$ cat src/rtl/int_reg_file_sb.sv
// Integer register file with per-register pending-write scoreboard.
// Decode gets two bypassed read ports and a RAW/WAW hazard stall; writeback retires pending writes.
module int_reg_file_sb #(
    parameter int DATA_W = 32,
    parameter int NREG   = 32,
    parameter int ADDR_W = 5
) (
    input  logic              clk_i,
    input  logic              rsn_i,
    input  logic              dec_valid_i,
    input  logic [ADDR_W-1:0] dec_read_addr_a_i,
    input  logic [ADDR_W-1:0] dec_read_addr_b_i,
    input  logic [ADDR_W-1:0] dec_write_addr_i,
    input  logic              dec_int_write_enable_i,
    output logic [DATA_W-1:0] dec_read_data_a_o,
    output logic [DATA_W-1:0] dec_read_data_b_o,
    output logic              dec_stall_o,
    input  logic              wb_int_write_enable_i,
    input  logic [ADDR_W-1:0] wb_write_addr_i,
    input  logic [DATA_W-1:0] wb_write_data_i,
    output logic [NREG-1:0]   pending_o
);

    logic [DATA_W-1:0] regs [NREG];
    logic [NREG-1:0]   pending;
    logic [NREG-1:0]   pending_next;
    logic [NREG-1:0]   wb_clr;
    logic              wb_hit;
    logic              src_hz_a;
    logic              src_hz_b;
    logic              dst_hz;
    logic              stall;
    logic              issue;

    // Gating with rsn_i keeps bypass and writes off while reset is held.
    assign wb_hit = rsn_i && wb_int_write_enable_i && (wb_write_addr_i != '0);

    always_comb begin
        wb_clr = '0;
        for (int r = 1; r < NREG; r++) begin
            wb_clr[r] = wb_hit && (wb_write_addr_i == ADDR_W'(r));
        end
    end

    always_ff @(posedge clk_i or negedge rsn_i) begin
        if (!rsn_i) begin
            for (int r = 0; r < NREG; r++) begin
                regs[r] <= '0;
            end
        end else if (wb_hit) begin
            regs[wb_write_addr_i] <= wb_write_data_i;
        end
    end

    always_comb begin
        dec_read_data_a_o = '0;
        if (dec_read_addr_a_i != '0) begin
            if (wb_hit && (wb_write_addr_i == dec_read_addr_a_i)) begin
                dec_read_data_a_o = wb_write_data_i;
            end else begin
                dec_read_data_a_o = regs[dec_read_addr_a_i];
            end
        end
    end

    always_comb begin
        dec_read_data_b_o = '0;
        if (dec_read_addr_b_i != '0) begin
            if (wb_hit && (wb_write_addr_i == dec_read_addr_b_i)) begin
                dec_read_data_b_o = wb_write_data_i;
            end else begin
                dec_read_data_b_o = regs[dec_read_addr_b_i];
            end
        end
    end

    // A retiring writeback in the same cycle resolves the hazard, since its data is bypassed.
    assign src_hz_a = pending[dec_read_addr_a_i] && !wb_clr[dec_read_addr_a_i];
    assign src_hz_b = pending[dec_read_addr_b_i] && !wb_clr[dec_read_addr_b_i];
    assign dst_hz   = dec_int_write_enable_i && pending[dec_write_addr_i]
                      && !wb_clr[dec_write_addr_i];

    assign stall = rsn_i && dec_valid_i && (src_hz_a || src_hz_b || dst_hz);
    assign issue = rsn_i && dec_valid_i && dec_int_write_enable_i && !stall
                   && (dec_write_addr_i != '0);

    assign dec_stall_o = stall;

    // A new issue supersedes a producer retiring on the same cycle, so set wins over clear.
    always_comb begin
        pending_next = pending;
        for (int r = 1; r < NREG; r++) begin
            if (issue && (dec_write_addr_i == ADDR_W'(r))) begin
                pending_next[r] = 1'b1;
            end else if (wb_clr[r]) begin
                pending_next[r] = 1'b0;
            end
        end
        pending_next[0] = 1'b0;
    end

    always_ff @(posedge clk_i or negedge rsn_i) begin
        if (!rsn_i) begin
            pending <= '0;
        end else begin
            pending <= pending_next;
        end
    end

    assign pending_o = pending;

endmodule

$ cat config.mk
export PLATFORM = sky130hd
export DESIGN_NAME = int_reg_file_sb
export DESIGN_NICKNAME = d
export VERILOG_FILES = /design/src/rtl/int_reg_file_sb.sv
export SDC_FILE = /design/constraint.sdc
export NUM_CORES = 2
export LEC_CHECK = 0
export BUFFER_PORTS_ARGS = -buffer_cell sky130_fd_sc_hd__buf_4
export CAP_MARGIN = 20
export CORE_UTILIZATION = 47
export CTS_CLUSTER_DIAMETER = 120
export DETAILED_ROUTE_END_ITERATION = 8
export PLACE_DENSITY = 0.68
export SETUP_SLACK_MARGIN = 0.2
export SLEW_MARGIN = 20
export SYNTH_ARGS = -nofsm -noshare
export SYNTH_HDL_FRONTEND = slang
export SYNTH_SLANG_ARGS = --single-unit
$ cat constraint.sdc
create_clock -name clk_i -period 3 [get_ports clk_i]
set_clock_uncertainty 0.15 [all_clocks]
set_input_delay 0 -clock clk_i [delete_from_list [all_inputs] [get_ports clk_i]]
set_output_delay 0 -clock clk_i [all_outputs]
set_load 0.01 [all_outputs]
==> key figures <==
Run status
  – Run status: finished clean

Critical path
  – CP max-delay cell: mux4_2
  – Setup crit end kind: output pin
  – Critical Path Fanout Max: 4
  – Register-to-Register Path Depth: 8
  – Reg2reg end: pending_o[2]
  – CP Launch Type: flop
  – Worst Setup SP: pending_o[10]
  – Crit path top cell by count: mux4_2
  – Crit path to: dec_stall_o
  – Critical path type: flop to output pin
  – Reg2reg start: pending_o[10]
  – Worst reg-to-reg setup slack: 0.33 ns
  – Delay of the slowest cell on the worst path: 0.54 ns
  – Ordered cell list for the critical path: mux4_2 -> mux4_2 -> nor4b_4 -> o21ai_1 -> a31oi_2 -> buf_4
  – Worst EP required: 2.85 ns
  – Arr. time, crit path: roughly 2.8 ns

Min path
  – Hold Path Class: primary input to flop

Clock network
  – CTS Buf Count: 113
  – Clock root buffer: clkbuf_16
  – Clock-pin slew on the worst setup and hold paths: approximately 0.06 ns
  – CTS sink cnt: about 1,100
  – Clk_lat worst skew: around 0.7 ns
  – CTS max path bufs: 3
  – H-tree Lvls: 3
  – CTS tree: built

STA
  – Max Slew Vio Count: 0
  – Relative slew margins: 30.1%
  – Max Fclk: ~340 MHz
  – Crit path time final: between 2 and 3 ns
  – TNS Setup: 0 ns
  – Fin crit share: between 90% and 100%
  – RSZ-0062 raised after global routing: true
  – Final Hold Viols: 0
  – Final setup fails: 0
  – Actual slew at the worst max-slew pin: 1.05 ns

Floorplanning
  – Core area: between 100,000 and 150,000 µm²
  – Die extent in x: about 350 µm
  – Die H: approximately 350 µm
  – Die area: around 120,000 µm²
  – Effective utilization at floorplan: 47.4%
  – Ports: 154
  – Std cell rows: 128

Route
  – Via count: roughly 36,000
  – DRT iter0 DRCs: approximately 3,200
  – DRC viols: 0
  – Final wirelength: roughly 170,000 µm
  – Via/cell ratio: roughly 6.6
  – Post-route antenna net violation count: 0
  – First-pass DRT Iterations: 5
  – Routed wire per std cell: between 30 and 40 µm

Place
  – RD Place Congestion: about 0.86
  – Post-detail-place hpwl: ~98,000 µm
  – Port-buffer cells: approximately 150

Cells and area
  – Fin nets: 3,800
  – # fillers: a little under 10,000
  – Storage element area: 26,400 µm²
  – Fraction of layout cells with a size suffix above 1: between 60 and 70%
  – Area of the multi-input gates: between 30,000 and 40,000 µm²
  – Area delta synth->final: 15.5%
  – Leading cell type in the layout, fill and taps excluded: dfrtp_1
  – Most frequent cells in the layout: dfrtp_1 (1,041), mux2_2 (997), mux4_2 (656), buf_4 (266), clkbuf_16 (116)

Power
  – Total power: approximately 40 mW
  – Pwr per Cell Area: around 600 nW/µm²
  – Peak supply drop: 0.530 mV
  – Leak: 29.0 nW

Logic synthesis
  – Syn Inst Count: 3,652
  – Cell area after synthesis: between 50,000 and 60,000 µm²
  – Syn Nets: around 3,700
  – Yosys cell types: 64
  – Number of synthesized flops with an enable pin: 0
  – Yosys Warn Count: 0
  – Number of synthesized register bits: ~1,100
  – Synth Flop Type: dfrtp_1
  – Sequential element share of the synthesized area: 45.8%
  – Avg Inst Size Synth: 15.8 µm²
  – Async SR Flop Fraction: 100%

Global route
  – GRT Residual Overflow: 0
  – First-pass GRT wire length: between 200,000 and 300,000 µm
  – Number of global-route vias before repair: roughly 37,000
  – Largest net degree at the start of global routing: between 150 and 200
  – Antenna violations before repair: 1
  – GRT Resource Usage Total: roughly 28%

Flow run
  – MaxCap Viol Count: 0
## metal layers
metal  part of all wire, %  GRT usage (%)  vias up
li1                      -              -    14465
met1                    41           38.1    19740
met2                    49           44.9     1423
met3                   7.0           5.14      362
met4                   3.8           9.93        0
met5                     0              0        -
## critical path: cells and delay by family (launching register included)
kind	cells	cell delay, ns
multiplexers	2	1.01
flip-flops	1	0.45
buffers and inverters	1	0.17
AO/OA/AOI/OAI	2	0.28
AND/OR/NAND/NOR	1	0.16
## registers in the layout, indices dropped and copies added, names as in the netlist
name       cells
regs        1024
pending_o     31
## cells in the mapped netlist, types with 5 or more instances
master | instances | area [µm²]
buf_2 | 86 | 430
buf_6 | 14 | 158
nor2_1 | 92 | 345
mux2_2 | 997 | 11200
dfrtp_1 | 1055 | 26400
o21ai_1 | 13 | 65.1
nor3b_1 | 5 | 37.5
nor4_1 | 8 | 50.1
nand2b_1 | 7 | 43.8
mux4_2 | 654 | 14700
buf_4 | 42 | 315
nand4_1 | 10 | 62.6
a211oi_1 | 67 | 503
mux2i_1 | 70 | 701
o22ai_1 | 19 | 119
o211ai_1 | 5 | 37.5
inv_1 | 22 | 82.6
nand2_1 | 46 | 173
clkbuf_1 | 239 | 897
xor2_1 | 6 | 52.6
buf_1 | 53 | 199
nand3_1 | 37 | 185
and2_1 | 6 | 37.5
nor3_1 | 14 | 70.1
o21ai_0 | 6 | 30.0
xnor2_1 | 6 | 52.6
nor2b_1 | 10 | 62.6
## report_power, final
part           switching, mW  internal [mW]
registers               1.34           16.1
logic                   3.05           4.56
clock network           5.94           8.92
## kinds of logic after synthesis
logic type	after synthesis	share of synthesized area, %
AOI/OAI and AO/OA	143	1.82
xor gates and xnor gates	12	0.182
buffers and inverters	457	3.62
DFF	1055	45.8
muxes	1724	46.4
other	1	0.00650
and+or+nand+nor	260	2.25
## final cells by class
cell class / instances / area share (%)
diodes: 1 / 0.00376
clock buffers: 179 / 5.22
well taps: 1625 / 3.05
multi-input cells: 2140 / 45.1
inverters: 23 / 0.131
clock inverters: 30 / 0.698
flip-flops and latches: 1055 / 39.6
repair buffers: 410 / 6.19
## repair_timing
action / 4_1_cts / 5_1_grt
pin swaps: 14 / 12
resized for setup: 69 / 72
buffers inserted: 11 / 15
endpoints found under the setup margin: 37 / 63
endpoints found under the hold margin: 1297 / 0
hold buffers: 59 / 0
## through the flow
stage	instances	setup slack [ns]	util (%)	hold slack, ns	area, µm²
2_1_floorplan	3652	0.766	-	-0.446	57700
3_3_place_gp	5168	0.0367	50.3	-0.265	61200
3_5_place_dp	5168	0.181	50.3	-0.267	61200
4_1_cts	5447	0.0626	54.4	0.000384	66200
5_1_grt	5463	0.0125	54.7	0.0207	66600
6_report	5463	0.0573	54.7	0.0332	66600
## worst min path at each step
| stage | depth (start not counted) | end | slack, ns | from |
|---|---|---|---|---|
| 2_1_floorplan | 0 | pending_o[10] | -0.45 | rsn_i |
| 3_3_place_gp | 1 | regs[468] | -0.27 | rsn_i |
| 3_5_place_dp | 1 | regs[468] | -0.27 | rsn_i |
| 4_1_cts | 4 | pending_o[21] | 0.0004 | wb_write_addr_i[1] |
| 5_1_grt | 4 | regs[542] | 0.02 | wb_write_addr_i[3] |
| 6_report | 4 | regs[542] | 0.03 | wb_write_addr_i[3] |
Note: power is estimated with default switching activity, not from simulation.
